===== config.mk =====
export PLATFORM = sky130hd
export DESIGN_NAME = segment_fader_flat
export DESIGN_NICKNAME = d
export VERILOG_FILES = /design/src/rtl/segment_fader_if.sv /design/src/rtl/segment_fader.sv /design/src/flat_wrapper.sv
export SDC_FILE = /design/constraint.sdc
export NUM_CORES = 1
export LEC_CHECK = 0
export CAP_MARGIN = 0
export CORE_ASPECT_RATIO = 0.7
export CORE_UTILIZATION = 55
export CTS_BUF_LIST = sky130_fd_sc_hd__clkbuf_4
export DETAILED_ROUTE_END_ITERATION = 10
export MAX_ROUTING_LAYER = met4
export PLACE_DENSITY = 0.76
export SLEW_MARGIN = 15
export SYNTH_ARGS = -nofsm -noshare
export SYNTH_HDL_FRONTEND = slang
export SYNTH_SLANG_ARGS = --single-unit

===== constraint.sdc =====
create_clock -name clk -period 2.2 [get_ports clk]
set_clock_uncertainty 0.05 [all_clocks]
set_input_delay 0.44 -clock clk [delete_from_list [all_inputs] [get_ports clk]]
set_output_delay 0.44 -clock clk [all_outputs]
set_load 0.02 [all_outputs]

===== src/rtl/segment_fader_if.sv =====
// segment_fader_if: control/LED bundle between the pin wrapper (master) and segment_fader (slave)
// speed[2:0], direction, enable, fade_sel[1:0], bounce : controls driven by master
// led[CHANNELS-1:0], position, step_pulse            : outputs driven by slave
interface segment_fader_if #(
  parameter int CHANNELS = 8
);
  logic [2:0] speed;
  logic direction;
  logic enable;
  logic [1:0] fade_sel;
  logic bounce;
  logic [CHANNELS-1:0] led;
  logic [$clog2(CHANNELS)-1:0] position;
  logic step_pulse;
  modport master (output speed, direction, enable, fade_sel, bounce, input led, position, step_pulse);
  modport slave (input speed, direction, enable, fade_sel, bounce, output led, position, step_pulse);
endinterface


===== src/rtl/segment_fader.sv =====
// segment_fader: moving head over CHANNELS PWM outputs with an exponentially fading tail
// clk     : sole clock, rising edge
// reset_n : synchronous active-low reset
// bus     : segment_fader_if.slave (speed, direction, enable, fade_sel, bounce in; led, position, step_pulse out)
// Optional bounce mode is built when SEGMENT_FADER_BOUNCE_EN is defined.
module segment_fader #(
  parameter int CHANNELS = 8,
  parameter int INTENSITY_W = 5,
  parameter int STEP_W = 24,
  parameter int FADE_W = 21,
  parameter int PWM_DIV_W = 6,
  parameter int ACTIVE_LOW_OUT = 1
) (
  input logic clk,
  input logic reset_n,
  segment_fader_if.slave bus
);
  localparam int PW = $clog2(CHANNELS);
  localparam int PWMW = INTENSITY_W + PWM_DIV_W;
  localparam logic [PW-1:0] LAST = PW'(CHANNELS - 1);
  logic [STEP_W-1:0] step_cnt, period;
  logic [FADE_W-1:0] fade_cnt, fade_mask;
  logic [PWMW-1:0] pwm_cnt;
  logic [INTENSITY_W-1:0] inten [CHANNELS];
  logic [INTENSITY_W-1:0] ps;
  logic [PW-1:0] pos, pos_wrap, pos_nxt;
  logic [CHANNELS-1:0] on, on_q;
  logic step, tick, dir, step_q;
  assign period = {~bus.speed, {(STEP_W - 3){1'b1}}};
  // >= so a mid-count speed increase steps immediately instead of wrapping
  assign step = bus.enable && step_cnt >= period;
  assign fade_mask = {FADE_W{1'b1}} >> bus.fade_sel;
  assign tick = (fade_cnt & fade_mask) == '0;
  assign ps = pwm_cnt[PWMW-1 -: INTENSITY_W];
  assign pos_wrap = dir ? (pos == LAST ? '0 : pos + 1'b1) : (pos == '0 ? LAST : pos - 1'b1);
`ifdef SEGMENT_FADER_BOUNCE_EN
  logic bdir, bdir_nxt, at_top, at_bot;
  assign dir = bus.bounce ? bdir : bus.direction;
  assign at_top = bus.bounce && bdir && pos == LAST;
  assign at_bot = bus.bounce && !bdir && pos == '0;
  assign pos_nxt = at_top ? LAST - 1'b1 : at_bot ? PW'(1) : pos_wrap;
  // outside bounce mode bdir shadows direction so entering bounce continues the same way
  assign bdir_nxt = !bus.bounce ? bus.direction : (step && at_top) ? 1'b0 : (step && at_bot) ? 1'b1 : bdir;
  always_ff @(posedge clk) begin
    if (!reset_n) bdir <= 1'b1;
    else bdir <= bdir_nxt;
  end
`else
  assign dir = bus.direction;
  assign pos_nxt = pos_wrap;
`endif
  always_ff @(posedge clk) begin
    if (!reset_n) begin
      step_cnt <= '0;
      fade_cnt <= '0;
      pwm_cnt <= '0;
      pos <= '0;
      on_q <= '0;
      step_q <= 1'b0;
    end else begin
      step_cnt <= step ? '0 : bus.enable ? step_cnt + 1'b1 : step_cnt;
      fade_cnt <= fade_cnt + 1'b1;
      pwm_cnt <= pwm_cnt + 1'b1;
      pos <= step ? pos_nxt : pos;
      on_q <= on;
      step_q <= step;
    end
  end
  // head load beats a coincident fade tick
  always_ff @(posedge clk) begin
    for (int k = 0; k < CHANNELS; k++)
      inten[k] <= !reset_n ? '0 : pos == PW'(k) ? '1 : tick ? inten[k] >> 1 : inten[k];
  end
  for (genvar i = 0; i < CHANNELS; i++) begin : g_cmp
    assign on[i] = inten[i] != '0 && inten[i] >= ps;
  end
  assign bus.led = (ACTIVE_LOW_OUT != 0) ? ~on_q : on_q;
  assign bus.position = pos;
  assign bus.step_pulse = step_q;
endmodule


===== src/flat_wrapper.sv =====
// flat-port wrapper written by rule: the top's interface ports become plain ports
module segment_fader_flat 
#(
  parameter int CHANNELS = 8,
  parameter int INTENSITY_W = 5,
  parameter int STEP_W = 24,
  parameter int FADE_W = 21,
  parameter int PWM_DIV_W = 6,
  parameter int ACTIVE_LOW_OUT = 1
)
  (clk, reset_n, bus_speed, bus_direction, bus_enable, bus_fade_sel, bus_bounce, bus_led, bus_position, bus_step_pulse);
  segment_fader_if #(.CHANNELS(CHANNELS)) bus_i ();
  input logic clk;
  input logic reset_n;
  input wire logic [$bits(bus_i.speed)-1:0] bus_speed;
  input wire logic [$bits(bus_i.direction)-1:0] bus_direction;
  input wire logic [$bits(bus_i.enable)-1:0] bus_enable;
  input wire logic [$bits(bus_i.fade_sel)-1:0] bus_fade_sel;
  input wire logic [$bits(bus_i.bounce)-1:0] bus_bounce;
  output wire logic [$bits(bus_i.led)-1:0] bus_led;
  output wire logic [$bits(bus_i.position)-1:0] bus_position;
  output wire logic [$bits(bus_i.step_pulse)-1:0] bus_step_pulse;
  assign bus_i.speed = bus_speed;
  assign bus_i.direction = bus_direction;
  assign bus_i.enable = bus_enable;
  assign bus_i.fade_sel = bus_fade_sel;
  assign bus_i.bounce = bus_bounce;
  assign bus_led = bus_i.led;
  assign bus_position = bus_i.position;
  assign bus_step_pulse = bus_i.step_pulse;
  segment_fader #(.CHANNELS(CHANNELS), .INTENSITY_W(INTENSITY_W), .STEP_W(STEP_W), .FADE_W(FADE_W), .PWM_DIV_W(PWM_DIV_W), .ACTIVE_LOW_OUT(ACTIVE_LOW_OUT)) u_core (.clk(clk), .reset_n(reset_n), .bus(bus_i));
endmodule

==> results.toml, run 1 <==
[floorplan]
die_area_um2 = 10100
num_rows = 29
core_region_area_um2 = 9250
fp.dieH_um = 84.6
die_x_um = 120
initial_utilization_pct = 57.9
ios = 22

[setup_path]
rr_startpoint = "u_core.fade_cnt[7]$_SDFF_PN0_"
crit_start = "u_core.fade_cnt[7]$_SDFF_PN0_"
cp_common_cell = "nor3_1"
critPathSlowestCell = "or4_4"
crit_type = "flop to flop"
end_kind = "flop"
cp_max_fo = 8
start_kind = "flop"
crit_chain = "or4_4 -> a2111oi_4 -> o2111a_2 -> clkbuf_16 -> nor3_1 -> nor3_1"
cp.required_ps = 2570
cpPeakStageDelay_ps = 550
cp_data_arrival_time_ps = 2570
r2r_slack_ps = 0.2

[final_layout]
area_growth_pct = 12.6
nets = 724
fill_cells = 773
num_antenna_cells = 0
final_cell_mix = "dfxtp_1, nand2_1, nor2_1, ha_1, nor3_1"
seqCellArea_um2 = 2170
drive_gt1_share_pct = 7.82
mostFrequentLayoutCell = "dfxtp_1"
fin_cells = 789
multi_input_area_um2 = 3020
fin_area_um2 = 6030

[synthesis]
synth_compound_area_share_pct = 9.67
synth_simple_gate_area_share_pct = 24.7
netlist_top_cells_area = "dfxtp_1, ha_1, nand2_1"
ys_seq_area_share_pct = 40.3
synth_top_area_share_pct = 40.3
synth.distinct_cells = 40
synth_xor_area_share_pct = 8.01
syn_avg_cell_area_um2 = 8.60
syn_area_um2 = 5360
synth_top_cell_by_area = "dfxtp_1"
netlist_instances = 623
synth_seq_cells = 108
yosysWarningCount = 0
syn_nets = 687
synthMuxAreaShare_pct = 0.747
yosys.area_share.adder_pct = 12.6
synth_top_family_by_area = "simple AND/OR/NAND/NOR gates"

[grt]
grt_use_total_pct = 24.3
antenna_found_initial = 0
grt_first_pass_wirelength_mm = 19.1
grt_pass1_vias = 4189
overflow = 0
grt_max_degree = 53

[power_and_ir_drop]
power-per-cell-area_nw_per_um2 = 552
vdd_ir_drop_max_mv = 0.334
power.total_mw = 3.33
p_leak_nw = 2.29

[sta]
post-route-period-util_pct = 100
tns_ps = 0
hold_violations = 0
clock.fmax_mhz = 455
holdWs_ps = 404
setup_viol = 0
worstMarginPinSlew_ps = 509
min_period_ps = 2200
drv_slew = 0
maxSlewHeadroom_pct = 66.0
rsz0062_at_grt = "yes"

[place]
dp_cells = 770
hpwl_mm = 7.92
gp_congestion = 0.830
port_buffers = 20
placed_area_um2 = 5830

[clocking]
cts_tree = "done"
clockBufferDepth = 2
clkSinkCount = 108
clk_latency_ps = 480
clock-root-buffer = "clkbuf_4"
htreeDepth = 3
hold_buffers = 0
clk_pin_slew_ps = 160
cts_buffers = 9

[drt]
drt-initial-drc-count = 362
wl_per_cell_um = 14.7
wirelength_mm = 11.6
drc = 0
antenna_left = 0
viasPerCell = 5.64
vias = 4447
drtPass1Iterations = 5

[job]
drv_cap = 0

[worst_hold_path]
min_from = "u_core.pwm_cnt[0]$_SDFF_PN0_"
holdCritPathClass = "flop to flop"

[outcome]
status = "finished clean"
-- final timing paths --
check                                          end  cells past startpoint
setup / recovery  u_core.inten[0][16]$_SDFFE_PN0P_                      6
hold reg to reg       u_core.pwm_cnt[0]$_SDFF_PN0_                      1
hold / removal        u_core.pwm_cnt[0]$_SDFF_PN0_                      1
setup reg to reg  u_core.inten[0][16]$_SDFFE_PN0P_                      6
-- layout make-up --
class / count / share of cell area [%]
inverter: 32 / 1.99
clock inverter: 7 / 0.705
sequential: 108 / 36.0
clock buffer: 9 / 1.12
timing repair buffer: 46 / 7.65
tap: 124 / 2.57
multi-input combinational: 463 / 50.0
-- registers in the layout (all words and copies together) (netlist names) --
signal and cells:
u_core.fade_cnt 21, u_core.inten 40, u_core.step_cnt 24, u_core.bus.position 3, u_core.bus.step_pulse 1, u_core.on_q 8, u_core.pwm_cnt 11
-- worst max-delay path: cells and delay by family (launching register included) --
family / cells / cell delay (ps)
flops: 1 / 340
simple gates: 3 / 780
buf+inv: 1 / 200
compound gates: 2 / 770
-- per-layer routing --
layer | vias to the layer above | track usage [%] | share of wire [%]
li1 | 2238 | - | -
met4 | 0 | 8.07 | 1.2
met5 | - | - | 0
met2 | 106 | 37.8 | 46
met1 | 2089 | 31.5 | 48
met3 | 14 | 5.03 | 4.6
-- per-stage QoR --
stage	setup WS (ps)	utilization, %
global placement	-143	63.0
global route	-109	65.2
finish	0.222	65.2
detailed placement	-175	63.0
CTS	27.3	64.8
floorplan	68.2	-
-- timing repair --
item                                    CTS  global route
resized for setup                         7             5
pin swaps                                 2             3
gates cloned                              1             1
endpoints found under the setup margin   40            39
buffers inserted                          1             0
-- Yosys cell counts --
cell	instances
dfxtp_1	108
nand2_1	82
ha_1	54
nor2_1	54
nor3_1	35
inv_1	31
a21oi_1	27
xnor2_1	25
a31oi_1	24
xor2_1	24
nand3_1	21
and2_1	15
clkbuf_1	15
nand4_1	14
nor2b_1	12
o21ai_0	12
or4_1	10
and3_1	9
nand2b_1	8
o221ai_1	8
mux2i_1	4
a21boi_0	3
and4_1	3
buf_4	3
nor4_1	3
or3_1	3
a21o_1	2
buf_2	2
a2111oi_2	1
a211oi_1	1
clkinv_1	1
nor3b_1	1
nor4bb_1	1
o2111a_2	1
o2111ai_1	1
o21ai_1	1
o2bb2ai_1	1
o31ai_1	1
or2_0	1
or3b_2	1
-- cells by family (layout without fill, tap and decap cells) --
logic type / after synthesis / count (layout)
simple gates: 273 / 273
flops: 108 / 108
mux: 4 / 4
fa+ha+maj: 54 / 54
xor+xnor: 49 / 49
compound gates: 83 / 83
buf+inv: 52 / 94
-- where the power goes --
group	total [mW]	leakage (nW)	internal, mW	switching (mW)
registers	2.04	0.878	2.00	0.0365
clock network	0.881	0.0612	0.228	0.654
logic	0.409	1.35	0.189	0.220
Note: power is estimated with default switching activity, not from simulation.
==> inputs of run 2 (changes only) <==
Settings changed: CORE_MARGIN set to 2.
==> run 2 against run 1 <==
  * The run now ends with negative setup slack left
  * Critical endpoint is now u_core.inten[0][11]$_SDFFE_PN0P_
  * Clock power decreased by 5.6%
  * Die area increased by 4.1%
  * Worst hold slack got worse by 6.5 ps
  * Flip-flop and latch count unchanged
  * Critical path type unchanged
==> results.toml, run 2 (same netlist as run 1, synthesis figures left out) <==
[floorplan]
die_area_um2 = 10600
die_x_um = 122
fp.dieH_um = 86.6
core_region_area_um2 = 9570
initial_utilization_pct = 56.0
ios = 22
num_rows = 30

[clocking]
clkSinkCount = 108
cts_buffers = 9
clockBufferDepth = 2
htreeDepth = 3
hold_buffers = 0
clk_latency_ps = 450
clk_pin_slew_ps = 150
cts_tree = "done"
clock-root-buffer = "clkbuf_4"

[drt]
antenna_left = 0
viasPerCell = 5.63
drtPass1Iterations = 5
drc = 0
vias = 4445
wl_per_cell_um = 14.6
wirelength_mm = 11.5
drt-initial-drc-count = 242

[place]
hpwl_mm = 7.72
gp_congestion = 0.814
port_buffers = 20
dp_worst_setup_slack_ps = -115

[job]
drv_cap = 0

[sta]
post-route-period-util_pct = 101
maxSlewHeadroom_pct = 63.0
drv_slew = 0
clock.fmax_mhz = 450
setup_slack_ps = -24.2
worstMarginPinSlew_ps = 555
holdWs_ps = 398
setup_viol = 9
rsz0062_at_grt = "yes"
min_period_ps = 2220
hold_violations = 0

[final_layout]
largest_reg_flops = 40
area_growth_pct = 14.6
fill_cells = 807
seqCellArea_um2 = 2170
num_antenna_cells = 0
final_cell_mix = "dfxtp_1, nand2_1, nor2_1, ha_1, inv_1"
mostFrequentLayoutCell = "dfxtp_1"
drive_gt1_share_pct = 11.0
multi_input_area_um2 = 3140
reg.largest.list = "u_core.inten (40), u_core.step_cnt (24), u_core.fade_cnt (21)"
top_register = "u_core.inten"
nets = 722

[setup_path]
start_kind = "flop"
r2r_slack_ps = -20
crit_start = "u_core.fade_cnt[7]$_SDFF_PN0_"
r2r-end = "u_core.inten[0][11]$_SDFFE_PN0P_"
crit_type = "flop to flop"
r2r_cells = 6
cp_max_fo = 8
cp.required_ps = 2530
rr_startpoint = "u_core.fade_cnt[7]$_SDFF_PN0_"
cp_data_arrival_time_ps = 2560
end_kind = "flop"

[power_and_ir_drop]
vdd_ir_drop_max_mv = 0.250
p_leak_nw = 2.38
power-per-cell-area_nw_per_um2 = 540

[grt]
grt_max_degree = 41
grt_use_met3_pct = 4.87
busiest_layer = "met2"
met1_usage_pct = 26.8
grt_first_pass_wirelength_mm = 18.4
grt_use_total_pct = 22.4
overflow = 0
use_met2_pct = 38.4
antenna_found_initial = 0
grt_pass1_vias = 4102

[outcome]
status = "finished, violations left"
failed_checks = "negative setup slack"

[worst_hold_path]
hold_end = "u_core.pwm_cnt[0]$_SDFF_PN0_"
min_from = "u_core.pwm_cnt[0]$_SDFF_PN0_"
holdCritPathClass = "flop to flop"
min_path_cells = 1
[run 2: layout make-up]
type,instances,share of cell area [%]
clock inverters,4,0.285
multi-input cells,463,51.1
clock buffers,11,1.34
inverters,32,1.96
well taps,128,2.61
flip-flops and latches,108,35.3
repair buffers,44,7.44
[run 2: worst max-delay path, stage by stage (launching register included)]
cell and delay, ps:
dfxtp_4 370, or4_4 560, a2111oi_4 350, o2111a_2 390
clkbuf_16 220, nand2_2 50, a31oi_1 170
[run 2: what timing repair did]
item,CTS,global route
cloned,1,2
pin swaps,2,35
buffers inserted,1,1
endpoints found under the setup margin,34,39
hold endpoints to repair,0,0
gates resized for setup,4,39
[run 2: metal layers]
metal / vias up / part of all wire [%]
li1: 2229 / -
met1: 2123 / 46
met2: 80 / 49
met3: 13 / 3.8
met4: 0 / 1.3
met5: - / 0
[run 2: worst max-delay path by stage]
stage / to / cells after the start
5_1_grt: u_core.inten[1][18]$_SDFFE_PN0P_ / 6
3_5_place_dp: u_core.inten[0][11]$_SDFFE_PN0P_ / 7
3_3_place_gp: u_core.inten[0][1]$_SDFFE_PN0P_ / 7
6_report: u_core.inten[0][11]$_SDFFE_PN0P_ / 6
4_1_cts: u_core.inten[0][11]$_SDFFE_PN0P_ / 6
2_1_floorplan: u_core.inten[1][18]$_SDFFE_PN0P_ / 8
[run 2: power breakdown]
group,switching [mW],total (mW),internal [mW]
Sequential,0.0397,2.04,2.00
Clock,0.589,0.832,0.243
Combinational,0.244,0.445,0.201
Total,0.873,3.32,2.45
[run 2: per-stage QoR]
stage,setup TNS [ps],instances,power (mW),utilization (%),instance area [µm²]
after floorplan,0,623,2.31,-,5360
after global placement,-1980,770,2.42,60.8,5820
after detailed placement,-3450,770,2.44,60.8,5820
after CTS,0,787,3.30,62.4,5970
after global routing,-1670,790,3.47,64.2,6140
final,-107,790,3.32,64.2,6140
==> inputs of run 3 (changes only) <==
Settings changed: CORE_ASPECT_RATIO 0.7 to not set, SLEW_MARGIN 15 to 20.
==> run 3 against run 2 <==
  * The run now ends clean
  * Final area about the same
  * Global-route usage up 0.67 points
  * Combinational power down 8.3%
  * Fmax up 1.5%
  * Register-to-register slack better by 30 ps
  * Critical path depth unchanged
  * Count of clock-buffer cells in the layout down 2
  * Critical path type unchanged
  * Critical endpoint is now u_core.inten[1][18]$_SDFFE_PN0P_
  * Largest power group unchanged
==> results.toml, run 3 (same netlist as run 1, synthesis figures left out) <==
[floorplan]
initial_utilization_pct = 55.9
die_x_um = 103
die_area_um2 = 10500
core_region_area_um2 = 9590
num_rows = 36
ios = 22
fp.dieH_um = 103

[power_and_ir_drop]
p_switching_mw = 0.910
p_sw_share_pct = 25.5
power.total_mw = 3.57
seqPwrFrac_pct = 57.2
vdd_ir_drop_max_mv = 0.348
clkPwrFrac_pct = 31.4
internal_power_mw = 2.66
combPwrFrac_pct = 11.4
power-per-cell-area_nw_per_um2 = 581
p_leak_nw = 2.34

[setup_path]
crit_type = "flop to flop"
cp_max_fo = 16
start_kind = "flop"
cp_data_arrival_time_ps = 2510
cp.required_ps = 2520
end_kind = "flop"

[drt]
drt-initial-drc-count = 199
antenna_left = 0
wirelength_mm = 11.2
wl_per_cell_um = 14.0
drtPass1Iterations = 4
drc = 0
vias = 4393
viasPerCell = 5.52

[grt]
overflow = 0
antenna_found_initial = 0
grt_first_pass_wirelength_mm = 19.0
grt_pass1_vias = 4274
grt_max_degree = 53
grt_use_total_pct = 23.1

[final_layout]
fill_cells = 800
largest_reg_flops = 40
reg.largest.list = "u_core.inten (40), u_core.step_cnt (24), u_core.fade_cnt (21)"
num_antenna_cells = 0
fin_area_um2 = 6150
nets = 722
utilization_pct = 64.1
final_cell_mix = "dfxtp_1, nand2_1, nor2_1, ha_1"
drive_gt1_share_pct = 8.60
top_register = "u_core.inten"
fin_cells = 796
area_growth_pct = 14.7
mostFrequentLayoutCell = "dfxtp_1"

[sta]
tns_ps = 0
holdWs_ps = 413
rsz0062_at_grt = "yes"
hold_violations = 0
maxSlewHeadroom_pct = 64.5
post-route-period-util_pct = 99.6
drv_slew = 0
clock.fmax_mhz = 456
min_period_ps = 2190
setup_viol = 0
worstMarginPinSlew_ps = 533
setup_slack_ps = 8.89

[place]
hpwl_mm = 7.66
gp_congestion = 0.894
dp_cells = 776
dp_worst_setup_slack_ps = -148
placed_area_um2 = 5860
port_buffers = 20

[worst_hold_path]
holdCritPathClass = "flop to flop"

[job]
drv_cap = 0

[clocking]
clock-root-buffer = "clkbuf_4"
clockBufferDepth = 2
clkSinkCount = 108
hold_buffers = 0
clk_latency_ps = 450
clk_pin_slew_ps = 160
cts_tree = "done"
cts_buffers = 9
htreeDepth = 3

[outcome]
status = "finished clean"
[run 3: path summary, 6_finish.rpt]
kind,startpoint,to,slack [ps],cells past startpoint
worst max-delay path,u_core.fade_cnt[7]$_SDFF_PN0_,u_core.inten[1][18]$_SDFFE_PN0P_,9,6
worst min-delay path,u_core.pwm_cnt[0]$_SDFF_PN0_,u_core.pwm_cnt[0]$_SDFF_PN0_,410,1
worst max register to register,u_core.fade_cnt[7]$_SDFF_PN0_,u_core.inten[1][18]$_SDFFE_PN0P_,9,6
worst min register to register,u_core.pwm_cnt[0]$_SDFF_PN0_,u_core.pwm_cnt[0]$_SDFF_PN0_,410,1
[run 3: critical path: stages, from the launching register on]
cell	delay, ps
dfxtp_2	350
or4_4	550
a2111oi_4	360
o2111a_2	360
buf_12	170
nor3_1	50
nor3_1	200
[run 3: per-layer routing]
| metal | share of wire (%) | up-vias | wire length, µm | GRT usage, % |
|---|---|---|---|---|
| met4 | 1.4 | 0 | 155 | 7.08 |
| met2 | 50 | 70 | 5620 | 40.2 |
| met5 | 0 | - | 0 | - |
| met1 | 45 | 2073 | 5000 | 27.3 |
| met3 | 3.5 | 16 | 390 | 3.86 |
| li1 | - | 2234 | - | - |
[run 3: final cells by class]
| cell class | instances | area [µm²] | area share (%) |
|---|---|---|---|
| Inverter | 32 | 120 | 1.95 |
| Sequential cell | 108 | 2160 | 35.2 |
| Multi-Input combinational cell | 463 | 3060 | 49.8 |
| Clock buffer | 9 | 67.6 | 1.10 |
| Timing Repair Buffer | 44 | 464 | 7.55 |
| Tap cell | 133 | 166 | 2.71 |
| Clock inverter | 7 | 100 | 1.63 |
[run 3: power by group through the flow]
stage               logic (mW)  clock network (mW)  registers [mW]
floorplan                0.234                   0            2.07
detailed placement       0.360                   0            2.08
finish                   0.408                1.12            2.04
global placement         0.344                   0            2.08
CTS                      0.392                1.15            2.04
global route             0.459                1.21            2.05
[run 3: repair_timing]
item	in CTS	in global routing
pin swaps	2	8
resized for setup	6	14
setup endpoints to repair	34	21
gates cloned	1	1
hold endpoints to repair	0	0
setup buffers	2	0
